## src/rtl/huff_burst_buffer.sv

```systemverilog
// ---------------------------------------------------------------------------
// huff_burst_buffer
//
// Gathers the output of CH parallel Huffman encoders into one circular FIFO
// per channel. It releases the data downstream as lockstep bursts of BURST
// beats. A burst starts once every channel holds at least BURST entries.
// A flush request drains whatever residue is left. Each channel pops only
// while it holds data, and only in cycles granted by rd_ready.
//
// Ports
//   clk       sole clock, rising edge
//   rst       synchronous reset, active-high
//   wr_en     [CH]          per-channel write strobe
//   wr_data   [CH*W]        write data, channel j at [j*W +: W]
//   full      [CH]          channel occupancy == DEPTH (combinational)
//   flush     1             single-cycle request to drain all residue
//   rd_ready  1             downstream grant, pops happen only when high
//   d_out     [CH*W]        registered popped data, channel j at [j*W +: W]
//   en_out    [CH]          registered per-channel valid for d_out
//   busy      1             FSM is in BURST or FLUSH
//   ovf       [CH]          sticky per-channel overflow flag
//   level     [CH*(AW+1)]   per-channel occupancy, channel j at [j*(AW+1) +: AW+1]
// ---------------------------------------------------------------------------
module huff_burst_buffer #(
  parameter int W     = 8,
  parameter int CH    = 8,
  parameter int DEPTH = 16,
  parameter int BURST = 8,
  localparam int AW   = $clog2(DEPTH)
) (
  input  logic                clk,
  input  logic                rst,
  input  logic [CH-1:0]       wr_en,
  input  logic [CH*W-1:0]     wr_data,
  output logic [CH-1:0]       full,
  input  logic                flush,
  input  logic                rd_ready,
  output logic [CH*W-1:0]     d_out,
  output logic [CH-1:0]       en_out,
  output logic                busy,
  output logic [CH-1:0]       ovf,
  output logic [CH*(AW+1)-1:0] level
);

  localparam logic [1:0] S_IDLE  = 2'd0;
  localparam logic [1:0] S_BURST = 2'd1;
  localparam logic [1:0] S_FLUSH = 2'd2;

  localparam logic [AW:0] ZERO_L  = (AW+1)'(0);
  localparam logic [AW:0] ONE_L   = (AW+1)'(1);
  localparam logic [AW:0] DEPTH_L = (AW+1)'(DEPTH);
  localparam logic [AW:0] BURST_L = (AW+1)'(BURST);

  // FSM and control state
  logic [1:0]     state_q, state_d;
  logic [AW:0]    beat_q, beat_d;
  logic           flush_pend_q, flush_pend_d;
  logic           busy_q;

  // Per-channel FIFO state
  logic [AW-1:0]  wptr_q  [CH];
  logic [AW-1:0]  wptr_d  [CH];
  logic [AW-1:0]  rptr_q  [CH];
  logic [AW-1:0]  rptr_d  [CH];
  logic [AW:0]    count_q [CH];
  logic [AW:0]    count_d [CH];
  logic [W-1:0]   mem_q   [CH][DEPTH];

  logic [CH-1:0]  ovf_q, ovf_d;
  logic [CH-1:0]  en_out_q;
  logic [CH*W-1:0] d_out_q;

  // Decoded per-channel status
  logic [CH-1:0]  full_s;
  logic [CH-1:0]  nonempty_s;
  logic [CH-1:0]  wr_ok_s;
  logic [CH-1:0]  pop_s;
  logic           all_ge_burst_s;
  logic           any_nonempty_s;

  // Occupancy decode: full/non-empty flags and the burst-start condition
  always_comb begin
    full_s         = '0;
    nonempty_s     = '0;
    all_ge_burst_s = 1'b1;
    any_nonempty_s = 1'b0;
    for (int j = 0; j < CH; j++) begin
      full_s[j]      = (count_q[j] == DEPTH_L);
      nonempty_s[j]  = (count_q[j] != ZERO_L);
      all_ge_burst_s = all_ge_burst_s & (count_q[j] >= BURST_L);
      any_nonempty_s = any_nonempty_s | nonempty_s[j];
    end
  end

  // FSM next state, beat counter, flush latch and pop selection
  always_comb begin
    state_d      = state_q;
    beat_d       = beat_q;
    flush_pend_d = flush_pend_q | flush;
    pop_s        = '0;
    case (state_q)
      S_IDLE: begin
        // A ready burst wins over a pending flush
        if (all_ge_burst_s) begin
          state_d = S_BURST;
          beat_d  = BURST_L;
        end else if (flush_pend_q) begin
          state_d      = S_FLUSH;
          flush_pend_d = 1'b0;
        end else begin
          state_d = S_IDLE;
        end
      end
      S_BURST: begin
        if (rd_ready) begin
          // Every channel is non-empty here; gating keeps pointers sane anyway
          pop_s  = nonempty_s;
          beat_d = beat_q - ONE_L;
          if (beat_q == ONE_L) begin
            state_d = S_IDLE;
          end else begin
            state_d = S_BURST;
          end
        end else begin
          state_d = S_BURST;
        end
      end
      S_FLUSH: begin
        // Exit is judged on the registered counts, so late writes extend the drain
        if (!any_nonempty_s) begin
          state_d = S_IDLE;
        end else if (rd_ready) begin
          pop_s = nonempty_s;
        end else begin
          state_d = S_FLUSH;
        end
      end
      default: begin
        state_d = S_IDLE;
        beat_d  = ZERO_L;
      end
    endcase
  end

  // FIFO pointer/count next state and overflow detection
  always_comb begin
    wr_ok_s = '0;
    ovf_d   = ovf_q;
    for (int j = 0; j < CH; j++) begin
      wptr_d[j]  = wptr_q[j];
      rptr_d[j]  = rptr_q[j];
      count_d[j] = count_q[j];
      // A write to a full channel is dropped even if it pops this cycle
      wr_ok_s[j] = wr_en[j] & ~full_s[j];
      ovf_d[j]   = ovf_q[j] | (wr_en[j] & full_s[j]);
      if (wr_ok_s[j]) begin
        wptr_d[j] = wptr_q[j] + AW'(1);
      end else begin
        wptr_d[j] = wptr_q[j];
      end
      if (pop_s[j]) begin
        rptr_d[j] = rptr_q[j] + AW'(1);
      end else begin
        rptr_d[j] = rptr_q[j];
      end
      case ({wr_ok_s[j], pop_s[j]})
        2'b10:   count_d[j] = count_q[j] + ONE_L;
        2'b01:   count_d[j] = count_q[j] - ONE_L;
        default: count_d[j] = count_q[j];
      endcase
    end
  end

  // Control and FIFO bookkeeping registers
  always_ff @(posedge clk) begin
    if (rst) begin
      state_q      <= S_IDLE;
      beat_q       <= ZERO_L;
      flush_pend_q <= 1'b0;
      busy_q       <= 1'b0;
      ovf_q        <= '0;
      en_out_q     <= '0;
      for (int j = 0; j < CH; j++) begin
        wptr_q[j]  <= '0;
        rptr_q[j]  <= '0;
        count_q[j] <= ZERO_L;
      end
    end else begin
      state_q      <= state_d;
      beat_q       <= beat_d;
      flush_pend_q <= flush_pend_d;
      busy_q       <= (state_d != S_IDLE);
      ovf_q        <= ovf_d;
      en_out_q     <= pop_s;
      for (int j = 0; j < CH; j++) begin
        wptr_q[j]  <= wptr_d[j];
        rptr_q[j]  <= rptr_d[j];
        count_q[j] <= count_d[j];
      end
    end
  end

  // Output data register; non-popping channels hold their last value
  always_ff @(posedge clk) begin
    if (rst) begin
      d_out_q <= '0;
    end else begin
      for (int j = 0; j < CH; j++) begin
        if (pop_s[j]) begin
          d_out_q[j*W +: W] <= mem_q[j][rptr_q[j]];
        end else begin
          d_out_q[j*W +: W] <= d_out_q[j*W +: W];
        end
      end
    end
  end

  // Storage array, no reset needed since counts gate every read
  always_ff @(posedge clk) begin
    for (int j = 0; j < CH; j++) begin
      if (!rst && wr_ok_s[j]) begin
        mem_q[j][wptr_q[j]] <= wr_data[j*W +: W];
      end
    end
  end

  // Level vector packing
  always_comb begin
    level = '0;
    for (int j = 0; j < CH; j++) begin
      level[j*(AW+1) +: (AW+1)] = count_q[j];
    end
  end

  assign full   = full_s;
  assign d_out  = d_out_q;
  assign en_out = en_out_q;
  assign busy   = busy_q;
  assign ovf    = ovf_q;

  huff_burst_buffer_chk #(
    .CH (CH)
  ) u_chk (
    .clk        (clk),
    .rst_i      (rst),
    .in_burst_i (state_q == S_BURST),
    .rd_ready_i (rd_ready),
    .nonempty_i (nonempty_s)
  );

endmodule

// ---------------------------------------------------------------------------
// huff_burst_buffer_chk
//
// Protocol checker: a granted BURST cycle must find every channel non-empty.
//
// Ports
//   clk         clock
//   rst_i       synchronous reset, active-high
//   in_burst_i  FSM is in BURST
//   rd_ready_i  downstream grant
//   nonempty_i  [CH] per-channel non-empty flags
// ---------------------------------------------------------------------------
module huff_burst_buffer_chk #(
  parameter int CH = 8
) (
  input logic          clk,
  input logic          rst_i,
  input logic          in_burst_i,
  input logic          rd_ready_i,
  input logic [CH-1:0] nonempty_i
);

  // Underflow during a burst beat
  always @(posedge clk) begin
    assert (rst_i || !(in_burst_i && rd_ready_i) || (&nonempty_i));
  end

endmodule
```

## config.mk

```make
export PLATFORM = sky130hd
export DESIGN_NAME = huff_burst_buffer
export DESIGN_NICKNAME = d
export VERILOG_FILES = /design/src/rtl/huff_burst_buffer.sv
export SDC_FILE = /design/constraint.sdc
export NUM_CORES = 2
export LEC_CHECK = 0
export ABC_CLOCK_PERIOD_IN_PS = 3200
export CAP_MARGIN = 40
export CORE_MARGIN = 2
export CORE_UTILIZATION = 40
export DETAILED_ROUTE_END_ITERATION = 10
export DONT_BUFFER_PORTS = 1
export GPL_ROUTABILITY_DRIVEN = 0
export GPL_TIMING_DRIVEN = 0
export SETUP_SLACK_MARGIN = 0.1
export SLEW_MARGIN = 25
export SYNTH_ARGS = -nofsm -noshare
export SYNTH_HDL_FRONTEND = slang
export SYNTH_SLANG_ARGS = --single-unit
```

## constraint.sdc

```tcl
create_clock -name clk -period 3.2 [get_ports clk]
set_input_delay 0.32 -clock clk [delete_from_list [all_inputs] [get_ports clk]]
set_output_delay 0.32 -clock clk [all_outputs]
set_load 0.02 [all_outputs]
```

==> metrics.csv <==
stage,metric,value,unit
outcome,outcome,"complete, no violations",
sta,min_period,3010,ps
sta,setup_viol,0,
floorplan,row_count,128,
power_and_ir_drop,power.density,583,nW/um^2
clock_tree,clock_latency,770,ps
hold_path,hold_class,input port to flop,
critical_path,worstPathCellList,inv_2 -> ha_4 -> o211a_4 -> buf_12 -> o21ai_2 -> inv_2 -> buf_8 -> ha_4 -> inv_1 -> fa_2 -> nor2b_2 -> o21ai_1 -> and3_1 -> or4_1 -> a21oi_1,
global_routing,grt_overflow,0,
placement,placed_cell_area,51400,um^2
placement,dp_cells,4321,
clock_tree,cts.sinks,1217,
synth,synth_edf_count,1024,
sta,finalHoldWorstSlack,70.6,ps
placement,hpwl,82000,um
clock_tree,ctsLongestPathBuffers,3,
critical_path,worst-endpoint-arrival,3700,ps
synth,synth_top_area_cell,edfxtp_1,
clock_tree,htree_levels,4,
sta,slew_violations,0,
synth,async_flop_share,0,%
final_layout,drive_gt1_share,20.3,%
power_and_ir_drop,peakVddDrop,539,uV
global_routing,grt_start_max_net_pins,17,
global_routing,grt_pass1_wl,173000,um
synth,ys_ff_latch,1217,
synth,synth.avg_cell_area,18.4,um^2
sta,worstMarginPinSlew,906,ps
sta,rsz0062_at_grt,true,
synth,syn_nets,2824,
sta,fin_tns_setup,0,ps
route,wl_per_cell,25.2,um
critical_path,cp.required,3900,ps
synth,synth_top_cell_area_share,62.9,%
floorplan,core-area,122000,um^2
synth,syn_area,48900,um^2
critical_path,worstSetupEndpointType,flop,
sta,hold_viol,0,
floorplan,die_h,354,um
sta,fmax,333,MHz
job,maxCapViolCount,0,
final_layout,final_util,47.4,%
synth,synthCells,2662,
critical_path,cpPeakStageDelay,390,ps
clock_tree,clk_pin_slew,60,ps
route,drtPass1Iterations,5,
sta,fin_skew,34.7,ps
synth,yosys.cell_types.count,42,
final_layout,finish.instance_area,57600,um^2
floorplan,die_area,125000,um^2
global_routing,grt_pass1_vias,25983,
global_routing,grt.total_usage,18.9,%
route,vias,25586,
route,routed_wl,119000,um
critical_path,crit_slowest_cell,or4_1,
synth,seq_area_frac_synth,70.8,%
route,first_iter_violations,2135,
floorplan,initial_core_util,40.2,%
critical_path,crit_type,flop to flop,
final_layout,syn_to_final_growth,17.8,%
critical_path,cp_max_fo,7,
clock_tree,cts_tree,yes,
final_layout,final_common_cell,edfxtp_1,
critical_path,crit_path_start_kind,flop,
final_layout,finalNetCount,3150,
sta,maxSlewHeadroom,39.6,%
synth,synth_warnings,0,
route,drtAntennaViolNets,0,
global_routing,antenna_found_initial,9,
clock_tree,numCtsBuffers,131,
placement,io_buffers,0,
final_layout,stdcell_count,4726,
final_layout,final_cell_mix,"1024 x edfxtp_1, 224 x nor2_1, 220 x nand2_1",
synth,synthFlopType,edfxtp_1,
power_and_ir_drop,leakage,18.8,nW
sta,finalCritPeriodShare,93.9,%
route,drc,0,
synth,yosys-top-cells-area,"edfxtp_1 63%, mux4_1 9.9%, dfxtp_1 7.9%, mux4_2 6.2%, ha_1 2.0%",
floorplan,die_w,354,um
clock_tree,clock-root-buffer,clkbuf_16,
route,viasPerCell,5.41,
floorplan,ios,205,
## report_power, final
group	switching [mW]	leakage (nW)	total [mW]	internal, mW
registers	0.151	10.8	17.5	17.3
logic	0.721	5.89	1.12	0.396
clock network	6.14	2.10	15.0	8.86
## flip-flops by register name (all words and copies together), names as in the netlist
name	cells
d_out	64
busy	1
flush_pend_q	1
beat_q	5
rptr_q	32
state_q	2
en_out	8
wptr_q	32
ovf	8
count_q	40
mem_q	1024
## Yosys cell counts, types with 19 or more instances
master       n
mux4_2     135
edfxtp_1  1024
nor2_1     224
clkbuf_1    73
ha_1        78
xor2_1      46
mux4_1     185
dfxtp_1    193
inv_1       61
buf_6       24
buf_1       21
xnor2_1     28
nand2_1    220
a21oi_1    128
nor3_1      40
nand4_1     19
## path summary, 6_finish.rpt
kind                                 start        endpoint  slack, ps  cells past startpoint
worst max-delay path            state_q[1]  count_q[0][24]        190                     15
worst min-delay path              wr_en[0]    wptr_q[0][1]         70                      4
worst min register to register   beat_q[1]       beat_q[1]        510                      2
worst max register to register  state_q[1]  count_q[0][24]        190                     15
## per-layer routing
metal  share of wire, %  up-vias  wire length, um  GRT usage [%]
li1                   -    11236                -              -
met1                 41    13311            49200           25.1
met2                 49      881            58900           31.1
met3                7.5      152             8900           4.70
met4                1.9        6             2270           5.43
met5              0.032        -               38              0
## area by class of cell
class | count | area [um^2]
fill | 9964 | 64000
clock inverter | 63 | 618
multi-input combinational | 1238 | 13700
clock buffer | 178 | 3690
antenna | 5 | 12.5
sequential | 1217 | 34700
buffer | 142 | 922
timing repair buffer | 193 | 1750
inverter | 65 | 244
tap | 1625 | 2030
## cells by family after synthesis
logic type | count (synthesis) | synth area share (%)
mux | 331 | 16.4
fa+ha+maj | 86 | 2.32
buf+inv | 207 | 2.22
flops | 1217 | 70.8
simple gates | 566 | 4.91
compound gates | 181 | 2.05
xor+xnor | 74 | 1.33
## critical path, delay by kind of cell (launching register included)
kind | cells | cell delay [ps]
AOI/OAI and AO/OA | 4 | 510
adders and majority gates | 3 | 760
buffers and inverters | 5 | 540
DFF | 1 | 370
and+or+nand+nor | 3 | 750
## what timing repair did
item,CTS,global route
gates resized for setup,88,59
hold endpoints to repair,1055,0
hold buffers,74,0
setup buffers,13,21
endpoints found under the setup margin,582,118
pin swaps,4,13
## through the flow
step                      power, mW  setup slack, ps
after floorplan                18.2              174
after CTS                      33.9             47.1
after global routing           34.6             54.4
after detailed placement       18.6             -975
final                          33.6              194
after global placement         18.5             -856
No activity file was read; power rests on OpenSTA's default activity.
